**config.mk**
```make
export PLATFORM = sky130hd
export DESIGN_NAME = sap_program_loader
export DESIGN_NICKNAME = d
export VERILOG_FILES = /design/src/rtl/sap_pkg.sv /design/src/rtl/sap_program_loader.sv
export SDC_FILE = /design/constraint.sdc
export NUM_CORES = 1
export LEC_CHECK = 0
export CAP_MARGIN = 20
export CORE_MARGIN = 3
export CORE_UTILIZATION = 42
export DETAILED_ROUTE_END_ITERATION = 8
export GPL_TIMING_DRIVEN = 0
export PLACE_DENSITY = 0.67
export SETUP_SLACK_MARGIN = 0.05
export SYNTH_ARGS = -nofsm -noshare
export SYNTH_HDL_FRONTEND = slang
export SYNTH_SLANG_ARGS = --single-unit
```
**constraint.sdc**
```tcl
create_clock -name clk -period 2.9 [get_ports clk]
set_input_delay 0.58 -clock clk [delete_from_list [all_inputs] [get_ports clk]]
set_output_delay 0.58 -clock clk [all_outputs]
set_load 0.02 [all_outputs]
```
**src/rtl/sap_pkg.sv**
```systemverilog
`default_nettype none
// ============================================================================
//  Module      : sap_pkg
//  Description : Shared definitions for the SAP CPU and its program loader:
//                default RAM geometry and the loader state encoding.
//  Revision    : 1.0 - initial release
// ============================================================================
package sap_pkg;

    // Default RAM geometry shared with the cpu top level
    localparam int c_addr_w = 4;
    localparam int c_data_w = 8;

    // Loader state encoding
    localparam logic [2:0] c_st_idle    = 3'd0;
    localparam logic [2:0] c_st_load    = 3'd1;
    localparam logic [2:0] c_st_check   = 3'd2;
    localparam logic [2:0] c_st_release = 3'd3;
    localparam logic [2:0] c_st_run     = 3'd4;
    localparam logic [2:0] c_st_error   = 3'd5;

endpackage : sap_pkg
`default_nettype wire

```
**src/rtl/sap_program_loader.sv**
```systemverilog
`default_nettype none
// ============================================================================
//  Module      : sap_program_loader
//  Description : Streams a full RAM image into the CPU programming port while
//                holding the CPU in reset, optionally verifies a trailing
//                modular-sum checksum byte, then releases the CPU to run.
//  Revision    : 1.0 - initial release
// ============================================================================
module sap_program_loader
    import sap_pkg::*;
#(
    parameter int ADDR_W   = c_addr_w,
    parameter int DATA_W   = c_data_w,
    parameter int CHECKSUM = 1
) (
    input  logic              clk,
    input  logic              rst,
    input  logic              start,
    input  logic              in_valid,
    input  logic [DATA_W-1:0] in_data,
    output logic              in_ready,
    output logic              pr_mode,
    output logic [ADDR_W-1:0] pr_address,
    output logic [DATA_W-1:0] pr_data,
    output logic              cpu_rst,
    output logic              busy,
    output logic              done,
    output logic              error
);

    logic [2:0]        r_state;
    logic [ADDR_W-1:0] r_index;
    logic [DATA_W-1:0] r_sum;
    logic [ADDR_W-1:0] r_pr_address;
    logic [DATA_W-1:0] r_pr_data;

    logic              w_hs;
    logic              w_last;

    assign w_hs   = in_valid && in_ready;
    // The index wraps after the final image word, so all-ones marks the last one
    assign w_last = &r_index;

    // Sequencer: state, write index, running checksum and the programming bus
    always_ff @(posedge clk) begin
        if (rst) begin
            r_state      <= c_st_idle;
            r_index      <= '0;
            r_sum        <= '0;
            r_pr_address <= '0;
            r_pr_data    <= '0;
        end else begin
            case (r_state)
                c_st_idle, c_st_run, c_st_error: begin
                    if (start) begin
                        r_state <= c_st_load;
                        r_index <= '0;
                        r_sum   <= '0;
                    end
                end
                c_st_load: begin
                    if (w_hs) begin
                        r_pr_address <= r_index;
                        r_pr_data    <= in_data;
                        r_sum        <= r_sum + in_data;
                        r_index      <= r_index + ADDR_W'(1);
                        if (w_last) begin
                            r_state <= (CHECKSUM != 0) ? c_st_check : c_st_release;
                        end
                    end
                end
                c_st_check: begin
                    // The checksum byte is compared only; it never goes to RAM
                    if (w_hs) begin
                        r_state <= (in_data == r_sum) ? c_st_release : c_st_error;
                    end
                end
                c_st_release: begin
                    r_state <= c_st_run;
                end
                default: begin
                    r_state <= c_st_idle;
                end
            endcase
        end
    end

    // Output decode of the registered state; pr_mode stays high through
    // CHECK and RELEASE so the last image word is written at least once more
    assign in_ready   = (r_state == c_st_load) || (r_state == c_st_check);
    assign busy       = (r_state == c_st_load) || (r_state == c_st_check) ||
                        (r_state == c_st_release);
    assign pr_mode    = busy;
    assign cpu_rst    = (r_state != c_st_run);
    assign done       = (r_state == c_st_run);
    assign error      = (r_state == c_st_error);
    assign pr_address = r_pr_address;
    assign pr_data    = r_pr_data;

endmodule : sap_program_loader
`default_nettype wire

```
### After elaboration in Yosys (flattened, before gate mapping)

Cells that the tools add are included.

* bits in registers: 27
* input bits: 12
* output and inout port bits: 18
* logic and storage cells: 40

* $add $sub $neg: 2
* eq/ne operators: 11
* mux-type cells: 12
* reductions and logical operators: 10

Operator list (count)
* 8-bit 2-to-1 mux: 2
* 8-bit case mux with 2 select lines: 1
* 3-bit 2-to-1 mux: 5
* 3-bit case mux with 4 select lines: 1
* 8-bit adder: 1
* 8-bit equality test: 1
* 4-bit 2-to-1 mux: 2
* 2-bit inequality test (second input constant): 4
* 4-bit case mux with 2 select lines: 1
* 4-bit AND reduction: 2
* 3-bit by 2-bit equality test with 1-bit output (second input constant): 2
* 3-bit equality test (second input constant): 2
* 4-bit by 1-bit adder with 4-bit output (second input constant): 1
* 3-bit by 1-bit equality test with 1-bit output (second input constant): 1
* 3-bit zero test: 1
* 3-bit inequality test (second input constant): 1
* 3-bit AND reduction: 1
* 3-bit OR reduction: 1
* 1-bit logical OR: 2
* 2-bit AND reduction: 1
* 2-bit nonzero test: 1
* 1-bit logical AND: 1

### Depth between registers and ports, before layout

Gate-level depths: netlist of run 1.

* word-level depth: 5
* gate-level depth with buffers: 7
* depth with buffers taken out: 7

### Least setup slack after synthesis of run 1

OpenSTA, ideal clock, no wires.

* path kind: flip-flop to output port
* start: reg r_state[1]
* end: out cpu_rst
* data arrival time: 1.500 ns
* data required time: 2.320 ns
* slack: 0.820 ns
* cell stages (with the launch flop): 5
* buffers on the path: 2
* cell sequence: dfxtp_1 -> buf_2 -> buf_1 -> nor3b_1 -> inv_1

* word-level cells in the longest chain between the ends: 1

Ends and longest elaborated chain
* from (decl): RTL line sap_program_loader.sv:31 `logic [2:0] r_state;`
* from (signal assigned): RTL line sap_program_loader.sv:47 `r_state <= c_st_idle;`
* from (signal assigned): RTL line sap_program_loader.sv:56 `r_state <= c_st_load;`
* from (signal assigned): RTL line sap_program_loader.sv:68 `r_state <= (CHECKSUM != 0) ? c_st_check : c_st_release;`
* 3-bit inequality test: RTL line sap_program_loader.sv:94 `assign cpu_rst = (r_state != c_st_run);`
* to (decl): RTL line sap_program_loader.sv:25 `output logic cpu_rst,`

No other way between the ends.

### Final worst setup path of run 1

* start: reg r_state[1]
* end: out pr_mode

* word-level cells in the longest chain between the ends: 3
* elaborated cells on any way between the ends: 5
* those cells by class: eq/ne: 3; reduce/logical: 2

Ends and longest elaborated chain
* 3-bit by 1-bit equality test with 1-bit output / 3-bit by 2-bit equality test with 1-bit output (equally long branches): RTL line sap_program_loader.sv:91 `assign busy = (r_state == c_st_load) || (r_state == c_st_check) ||`
* 1-bit logical OR: RTL line sap_program_loader.sv:91
* 1-bit logical OR (*): RTL line sap_program_loader.sv:91
* to (decl): RTL line sap_program_loader.sv:22 `output logic pr_mode,`

Mark *: on every way between the ends. The rest lies on a longest branch, timed or not.

==> results of run 1 <==
-- cell type report --
cell class / instances / area share
repair buffers: 29 / 0.1539
clock buffers: 3 / 0.01194
plain buffers: 12 / 0.03185
inverters: 3 / 0.005972
flip-flops and latches: 27 / 0.2867
multi-input cells: 139 / 0.4751
well taps: 46 / 0.03052
clock inverters: 1 / 0.003981
-- cells by family (layout without fill, tap and decap cells) --
logic type,after synthesis,count (layout)
flops,27,27
fa+ha+maj,9,9
simple gates,76,76
compound gates,42,42
xor+xnor,7,7
mux,5,5
buf+inv,16,48
-- registers in the layout, summed over array words and instances, names as in the netlist --
name	flops
r_index	4
r_sum	8
pr_data	8
pr_address	4
r_state	3
-- power by group through the flow --
stage	registers (mW)	clock network, mW	logic (mW)
after floorplan	0.415	0	0.143
after global placement	0.408	0	0.228
after detailed placement	0.409	0	0.231
after CTS	0.401	0.172	0.232
after global routing	0.404	0.183	0.256
final	0.401	0.167	0.231
-- routing by layer --
metal / track usage / routed length, µm / part of all wire
met2: 0.2778 / 1660 / 0.48
met5: 0 / 0 / 0
met1: 0.2440 / 1699 / 0.49
met3: 0.02041 / 111 / 0.032
met4: 0.04569 / 23 / 0.0066
-- synthesized netlist by cell type (all sizes together) (4+ instances only) --
library cell  number
nand2             28
dfxtp             27
a21oi             20
nor2              20
buf                9
ha                 8
nor3b              6
a22oi              5
mux2i              5
clkbuf             4
nand3              4
nor3               4
o21ai              4
xor2               4
-- metrics by stage --
step | setup slack [ns] | cell area [µm²] | power [mW] | cells | hold slack [ns]
6_report | 0.4503 | 1886 | 0.7993 | 260 | 0.4647
5_1_grt | 0.2762 | 1886 | 0.8426 | 260 | 0.4807
4_1_cts | 0.1489 | 1889 | 0.8056 | 261 | 0.4664
3_5_place_dp | 0.2298 | 1859 | 0.6408 | 257 | 0.4472
3_3_place_gp | 0.2393 | 1859 | 0.6358 | 257 | 0.4427
2_1_floorplan | 0.8199 | 1511 | 0.5587 | 182 | 0.4356
-- critical path: stages, from the launching register on --
cell and delay [ns]:
sky130_fd_sc_hd__dfxtp_1 0.35, sky130_fd_sc_hd__buf_2 0.30, sky130_fd_sc_hd__nor2_1 0.07, sky130_fd_sc_hd__nor2_1 0.12
sky130_fd_sc_hd__buf_4 0.12, sky130_fd_sc_hd__clkdlybuf4s50_1 0.59
-- final timing paths --
path                                    to  slack (ns)  cells after the start
worst min register to register  pr_data[6]        0.46                      2
worst max-delay path               pr_mode        0.45                      5
worst max register to register    r_sum[6]        1.01                      7
worst min-delay path            pr_data[6]        0.46                      2
==> tab_implementation.tex, run 1 <==
\begin{tabular}{lr}
\hline
Metric & Value \\
\hline
\multicolumn{2}{l}{\textbf{Global routing}} \\
\quad Combined global-route utilization of all metal layers & 0.1727 \\
\quad Number of antenna violations at the first check in global routing & 0 \\
\quad Largest net degree at the start of global routing & 17 \\
\quad Remaining global-route overflow & 0 \\
\quad Global-route wire length before repair & between 5000 and 6000 µm \\
\quad Via count of the first global-routing pass & $\sim$1200 \\
\multicolumn{2}{l}{\textbf{Yosys}} \\
\quad Flip-flop and latch count after synthesis & 27 \\
\quad Combinational family with the most area after synthesis & simple AND/OR/NAND/NOR gates \\
\quad Main flop type after synthesis & sky130\_fd\_sc\_hd\_\_dfxtp\_1 \\
\quad Proportion of register bits with asynchronous set or reset after synthesis & 0 \\
\quad Area share of and/or/nand/nor cells after synthesis & 0.2591 \\
\quad Number of flops mapped to enable cells by yosys & 0 \\
\quad Synthesized-area fraction occupied by ao, oa, aoi and oai cells & 0.1780 \\
\quad Top post-synthesis cells by area & sky130\_fd\_sc\_hd\_\_dfxtp\_1, sky130\_fd\_sc\_hd\_\_nand2\_1, sky130\_fd\_sc\_hd\_\_a21oi\_1, sky130\_fd\_sc\_hd\_\_ha\_1, sky130\_fd\_sc\_hd\_\_nor2\_1 \\
\quad Post-synthesis cell count & around 180 \\
\quad Share of the synthesized area in the top cell type & 0.3576 \\
\quad Adder and majority gate portion of the synthesized area & 0.07947 \\
\quad Post-synthesis mux area share & 0.03560 \\
\quad Post-Syn Area & $\sim$1500 µm² \\
\quad Share of synthesized area occupied by flip-flops and latches & 0.3576 \\
\quad Synthesized netlist net count & about 200 \\
\quad Count of synthesis-stage warnings from yosys & 0 \\
\quad Cell accounting for the most synthesized area & sky130\_fd\_sc\_hd\_\_dfxtp\_1 \\
\quad Xor/xnor cell area share of the yosys netlist & 0.04056 \\
\quad Number of distinct standard cells referenced by the synthesized netlist & between 40 and 50 \\
\quad Average cell area after synthesis & roughly 8.3 µm² \\
\multicolumn{2}{l}{\textbf{Cells and area}} \\
\quad Layout cell share with drive strength beyond 1 & 0.07944 \\
\quad Layout Utilization & 0.5563 \\
\quad Diodes inserted & 0 \\
\quad Leading cell type in the layout, fill and taps excluded & sky130\_fd\_sc\_hd\_\_clkdlybuf4s50\_1 \\
\quad Register area & between 500 and 600 µm² \\
\quad Multi-input gate area in the final layout & 895.9 µm² \\
\quad Commonest non-fill, non-tap cells in the layout & sky130\_fd\_sc\_hd\_\_clkdlybuf4s50\_1, sky130\_fd\_sc\_hd\_\_nand2\_1, sky130\_fd\_sc\_hd\_\_dfxtp\_1 \\
\quad Number of filler instances in the final layout & just over 300 \\
\quad P\&R area growth vs syn & 24.75\% \\
\quad Final \#Nets & $\sim$240 \\
\multicolumn{2}{l}{\textbf{STA}} \\
\quad Count of final hold-check violations & 0 \\
\quad Slew margin rel. & 0.6741 \\
\quad Total negative slack & 0 ns \\
\quad RSZ-0062 raised after global routing & no \\
\quad Post-layout minimum cycle time & 2.450 ns \\
\quad Max Clk Rate & $\sim$410 MHz \\
\quad Final setup vio count & 0 \\
\quad Layout Skew & a little over 0.008 ns \\
\quad Final count of pins violating max slew & 0 \\
\quad Worst Max-Slew Pin Slew & 0.4889 ns \\
\quad Period Utilization, post-route & 0.8447 \\
\multicolumn{2}{l}{\textbf{Pwr}} \\
\quad Internal & 0.5471 mW \\
\quad Combinational group share of total power & 0.289 \\
\quad Part of the total power dissipated in the clock network & 0.209 \\
\quad Leakage component of the power & about 0.73 nW \\
\quad Switch share & 0.3156 \\
\quad Power per unit of standard cell area & roughly 420 nW/µm² \\
\quad Maximum resistive drop on vdd & a little over 200 µV \\
\quad Portion of total power attributed to sequential cells & 0.502 \\
\quad Net switching power of the design & between 0.2 and 0.3 mW \\
\multicolumn{2}{l}{\textbf{Die}} \\
\quad Cell Rows & 21 \\
\quad Die footprint & 4355 µm² \\
\quad Area of the core & between 3000 and 4000 µm² \\
\quad Height of the die & around 66 µm \\
\quad Initial core utilization & 0.4459 \\
\quad Total I/O pin count & 30 \\
\quad Die outline width & 65.99 µm \\
\multicolumn{2}{l}{\textbf{Setup path}} \\
\quad Beginning of the critical path & r\_state[1] \\
\quad Type of origin of the critical path & flop \\
\quad Data arrival time at the worst-slack endpoint & 1.87 ns \\
\quad Type of element capturing the critical path & output port \\
\quad Worst path required time & approximately 2.3 ns \\
\quad Start of the worst register-to-register path & r\_sum[0] \\
\quad Category of the most critical setup path & flop to output port \\
\quad Crit Path Max Fanout & 19 \\
\multicolumn{2}{l}{\textbf{Clocking}} \\
\quad H-tree levels & 1 \\
\quad Post-CTS setup buffer count & 0 \\
\quad Root buffer cell & sky130\_fd\_sc\_hd\_\_clkbuf\_4 \\
\quad Clock tree sinks & 27 \\
\quad CTS Hold Bufs & 0 \\
\quad Maximum clock path buffer count & 2 \\
\quad Num CTS Buffers & 3 \\
\quad Latest clock arrival within the worst-skew pair & 0.32 ns \\
\quad Clock-pin transition on the worst setup and hold timing paths & between 0.15 and 0.2 ns \\
\quad Gates resized, CTS repair & 0 \\
\quad TritonCTS clock tree & done \\
\multicolumn{2}{l}{\textbf{Drt}} \\
\quad Remaining antenna violation count after routing & 0 \\
\quad Wirelength per Cell & $\sim$13 µm \\
\quad Number of detailed-route iterations in the first pass & 4 \\
\quad Vias after detailed routing & between 1000 and 1500 \\
\quad Number of design rule violations left after detail routing & 0 \\
\quad Detailed-route vias per instance & 5.227 \\
\quad Iteration-0 DRC count of the detailed router & 59 \\
\quad Total wire length after detailed routing & between 3000 and 4000 µm \\
\multicolumn{2}{l}{\textbf{Placed design}} \\
\quad Port bufs & 29 \\
\quad Gpl congestion & approximately 0.82 \\
\quad Hpwl dp & 2760 µm \\
\multicolumn{2}{l}{\textbf{Run status}} \\
\quad Result of the run & finished, final reports clean \\
\multicolumn{2}{l}{\textbf{Hold path}} \\
\quad Hold Path Origin & pr\_data[6] \\
\quad Class of the most critical hold timing path & flop to flop \\
\multicolumn{2}{l}{\textbf{Job}} \\
\quad Max-cap violations & 0 \\
\hline
\end{tabular}
Note: power is estimated with default switching activity, not from simulation.
==> run 2, diff against run 1 <==
==> constraint.sdc (replaced) <==
create_clock -name clk -period 2.4 [get_ports clk]
set_input_delay 0.48 -clock clk [delete_from_list [all_inputs] [get_ports clk]]
set_output_delay 0.48 -clock clk [all_outputs]
set_load 0.02 [all_outputs]
==> tab_implementation.tex, run 2 (synthesized netlist as in run 1, its figures left out) <==
\begin{tabular}{lr}
\hline
Metric & Value \\
\hline
\multicolumn{2}{l}{\textbf{Pwr}} \\
\quad Power, Total & 0.9673 mW (was 0.7993 mW) \\
\quad Internal & 0.6618 mW (was 0.5471 mW) \\
\quad Portion of total power attributed to sequential cells & 0.501 (was 0.502) \\
\quad Leakage component of the power & 0.7483 nW (was 0.7265 nW) \\
\quad Power per unit of standard cell area & 510.0 nW/µm² (was 423.9 nW/µm²) \\
\quad Part of the total power dissipated in the clock network & 0.209 (about the same) \\
\quad Switch share & 0.3159 (was 0.3156) \\
\quad Net switching power of the design & 0.3055 mW (was 0.2522 mW) \\
\quad Maximum resistive drop on vdd & 244.3 µV (was 201.9 µV) \\
\quad Combinational group share of total power & 0.290 (was 0.289) \\
\multicolumn{2}{l}{\textbf{Setup path}} \\
\quad Reg2Reg Capture Point & r\_sum[6] (unchanged) \\
\quad Type of origin of the critical path & flop (unchanged) \\
\quad Crit Path Max Fanout & 19 (unchanged) \\
\quad Start of the worst register-to-register path & r\_sum[0] (unchanged) \\
\quad Logic depth of the worst register-to-register path & 7 (unchanged) \\
\quad Internal reg-to-reg setup slack & 0.51 ns (was 1.01 ns) \\
\quad Category of the most critical setup path & flop to output port (unchanged) \\
\quad Worst path required time & 1.92 ns (was 2.32 ns) \\
\quad Type of element capturing the critical path & output port (unchanged) \\
\quad Data arrival time at the worst-slack endpoint & 1.73 ns (was 1.87 ns) \\
\multicolumn{2}{l}{\textbf{Drt}} \\
\quad Remaining antenna violation count after routing & 0 (unchanged) \\
\quad Detailed-route vias per instance & 5.292 (was 5.227) \\
\quad Wirelength per Cell & 13.48 µm (was 13.44 µm) \\
\quad Vias after detailed routing & 1376 (was 1359) \\
\quad Total wire length after detailed routing & 3505 µm (was 3494 µm) \\
\quad Number of detailed-route iterations in the first pass & 4 (unchanged) \\
\quad Number of design rule violations left after detail routing & 0 (unchanged) \\
\quad Iteration-0 DRC count of the detailed router & 59 (unchanged) \\
\multicolumn{2}{l}{\textbf{Placed design}} \\
\quad Gpl congestion & 0.8233 (unchanged) \\
\quad Post-placement cell count & 257 (unchanged) \\
\quad Hpwl dp & 2760 µm (unchanged) \\
\quad Port bufs & 29 (unchanged) \\
\multicolumn{2}{l}{\textbf{Cells and area}} \\
\quad Diodes inserted & 0 (unchanged) \\
\quad Commonest non-fill, non-tap cells in the layout & sky130\_fd\_sc\_hd\_\_nand2\_1, sky130\_fd\_sc\_hd\_\_clkdlybuf4s50\_1, sky130\_fd\_sc\_hd\_\_dfxtp\_1 (was sky130\_fd\_sc\_hd\_\_clkdlybuf4s50\_1, sky130\_fd\_sc\_hd\_\_nand2\_1, sky130\_fd\_sc\_hd\_\_dfxtp\_1) \\
\quad Layout cell share with drive strength beyond 1 & 0.08411 (was 0.07944) \\
\quad Number of filler instances in the final layout & 298 (was 303) \\
\quad Final non-filler cell total & 260 (unchanged) \\
\quad Leading cell type in the layout, fill and taps excluded & sky130\_fd\_sc\_hd\_\_nand2\_1 (was sky130\_fd\_sc\_hd\_\_clkdlybuf4s50\_1) \\
\quad Final \#Nets & 236 (unchanged) \\
\quad P\&R area growth vs syn & 25.50\% (was 24.75\%) \\
\multicolumn{2}{l}{\textbf{STA}} \\
\quad Count of final hold-check violations & 0 (unchanged) \\
\quad Worst Max-Slew Pin Slew & 0.4858 ns (was 0.4889 ns) \\
\quad Slew margin rel. & 0.6761 (was 0.6741) \\
\quad Min Hold Slack & 0.4647 ns (about the same) \\
\quad Final setup vio count & 0 (unchanged) \\
\quad Post-layout minimum cycle time & around 2.2 ns \\
\quad Period Utilization, post-route & 0.9222 \\
\quad Final count of pins violating max slew & 0 (unchanged) \\
\quad Max Clk Rate & about 450 MHz \\
\quad RSZ-0062 raised after global routing & no (unchanged) \\
\quad Layout Skew & 0.008394 ns (was 0.008252 ns) \\
\multicolumn{2}{l}{\textbf{Hold path}} \\
\quad Endpoint with the worst hold slack & pr\_data[6] (unchanged) \\
\quad Min-Delay Path Depth & 2 (unchanged) \\
\quad Hold Path Origin & pr\_data[6] (unchanged) \\
\quad Class of the most critical hold timing path & flop to flop (unchanged) \\
\multicolumn{2}{l}{\textbf{Clocking}} \\
\quad Root buffer cell & sky130\_fd\_sc\_hd\_\_clkbuf\_4 (unchanged) \\
\quad Num CTS Buffers & 3 (unchanged) \\
\quad Clock-pin transition on the worst setup and hold timing paths & 0.16 ns (about the same) \\
\quad Latest clock arrival within the worst-skew pair & 0.32 ns (about the same) \\
\quad Post-CTS setup buffer count & 0 (unchanged) \\
\quad Clock tree sinks & 27 (unchanged) \\
\quad CTS Hold Bufs & 0 (unchanged) \\
\quad Maximum clock path buffer count & 2 (unchanged) \\
\quad H-tree levels & 1 (unchanged) \\
\quad TritonCTS clock tree & done (unchanged) \\
\multicolumn{2}{l}{\textbf{Global routing}} \\
\quad Global-route wire length before repair & 5837 µm (was 5906 µm) \\
\quad Remaining global-route overflow & 0 (unchanged) \\
\quad Number of antenna violations at the first check in global routing & 0 (unchanged) \\
\quad Combined global-route utilization of all metal layers & 0.1709 (was 0.1727) \\
\quad Largest net degree at the start of global routing & 20 (was 17) \\
\quad Via count of the first global-routing pass & 1201 (was 1213) \\
\multicolumn{2}{l}{\textbf{Die}} \\
\quad Die outline width & 65.99 µm (unchanged) \\
\quad Area of the core & 3390 µm² (unchanged) \\
\quad Cell Rows & 21 (unchanged) \\
\quad Total I/O pin count & 30 (unchanged) \\
\quad Die footprint & 4355 µm² (unchanged) \\
\quad Height of the die & 65.99 µm (unchanged) \\
\quad Initial core utilization & 0.4459 (unchanged) \\
\multicolumn{2}{l}{\textbf{Job}} \\
\quad Max-cap violations & 0 (unchanged) \\
\multicolumn{2}{l}{\textbf{Run status}} \\
\quad Result of the run & finished, final reports clean (unchanged) \\
\hline
\end{tabular}
[run 2: layout make-up]
class,instances,area (µm²),area share
Buffer,12,65.06,0.03430
Clock buffer,3,22.52,0.01187
Clock inverter,1,7.507,0.003958
Inverter,3,11.26,0.005937
Multi-Input combinational cell,139,900.9,0.4749
Sequential cell,27,540.5,0.2850
Tap cell,46,57.56,0.03034
Timing Repair Buffer,29,291.5,0.1537
[run 2: metal layers]
| metal | wire [µm] | global-route usage | up-vias |
|---|---|---|---|
| met5 | 0 | 0 | - |
| met2 | 1659 | 0.2766 | 28 |
| li1 | - | - | 712 |
| met4 | 23 | 0.04569 | 0 |
| met3 | 135 | 0.02041 | 2 |
| met1 | 1688 | 0.2398 | 634 |
[run 2: power groups by stage]
stage,Combinational [mW],Sequential [mW],Clock (mW)
finish,0.280,0.485,0.202
global route,0.310,0.488,0.221
CTS,0.281,0.485,0.208
detailed placement,0.279,0.495,0
global placement,0.275,0.493,0
floorplan,0.173,0.502,0
[run 2: worst max-delay path: stages (launching register included)]
cell                              delay, ns
sky130_fd_sc_hd__dfxtp_1               0.34
sky130_fd_sc_hd__clkbuf_4              0.22
sky130_fd_sc_hd__and3b_1               0.25
sky130_fd_sc_hd__clkdlybuf4s50_1       0.61
[run 2: how the worst max path moves through the flow]
stage | from | end | slack [ns] | cells past startpoint
floorplan | r_state[1] | cpu_rst | 0.42 | 4
global placement | in_data[0] | r_sum[6] | -0.16 | 8
detailed placement | in_data[0] | r_sum[6] | -0.17 | 8
CTS | r_state[1] | pr_mode | 0.04 | 5
global route | r_state[0] | busy | 0.06 | 4
finish | r_state[1] | error | 0.19 | 3
[run 2: metrics by stage]
step                      area [µm²]  TNS [ns]    util  setup WS [ns]
after global placement          1859   -0.3955  0.5485        -0.1607
after floorplan                 1511         0       -         0.4199
final                           1897         0  0.5596         0.1868
after global routing            1897         0  0.5596        0.05530
after CTS                       1884         0  0.5559        0.04261
after detailed placement        1859   -0.4497  0.5485        -0.1702
[run 2: repair_timing]
item	in CTS	in global routing
pin swaps	0	0
setup endpoints to repair	6	3
resized for setup	1	4
gates cloned	0	0
==> run 3, diff against run 2 <==
--- a/config.mk
+++ b/config.mk
@@ -5,13 +5,14 @@
 export SDC_FILE = /design/constraint.sdc
 export NUM_CORES = 1
 export LEC_CHECK = 0
-export CAP_MARGIN = 20
+export CAP_MARGIN = 15
 export CORE_MARGIN = 3
 export CORE_UTILIZATION = 42
 export DETAILED_ROUTE_END_ITERATION = 8
 export GPL_TIMING_DRIVEN = 0
 export PLACE_DENSITY = 0.67
 export SETUP_SLACK_MARGIN = 0.05
+export SLEW_MARGIN = 20
 export SYNTH_ARGS = -nofsm -noshare
 export SYNTH_HDL_FRONTEND = slang
 export SYNTH_SLANG_ARGS = --single-unit
==> results of run 3 <==
Final layout, timing and power as in run 2 (identical DEF).
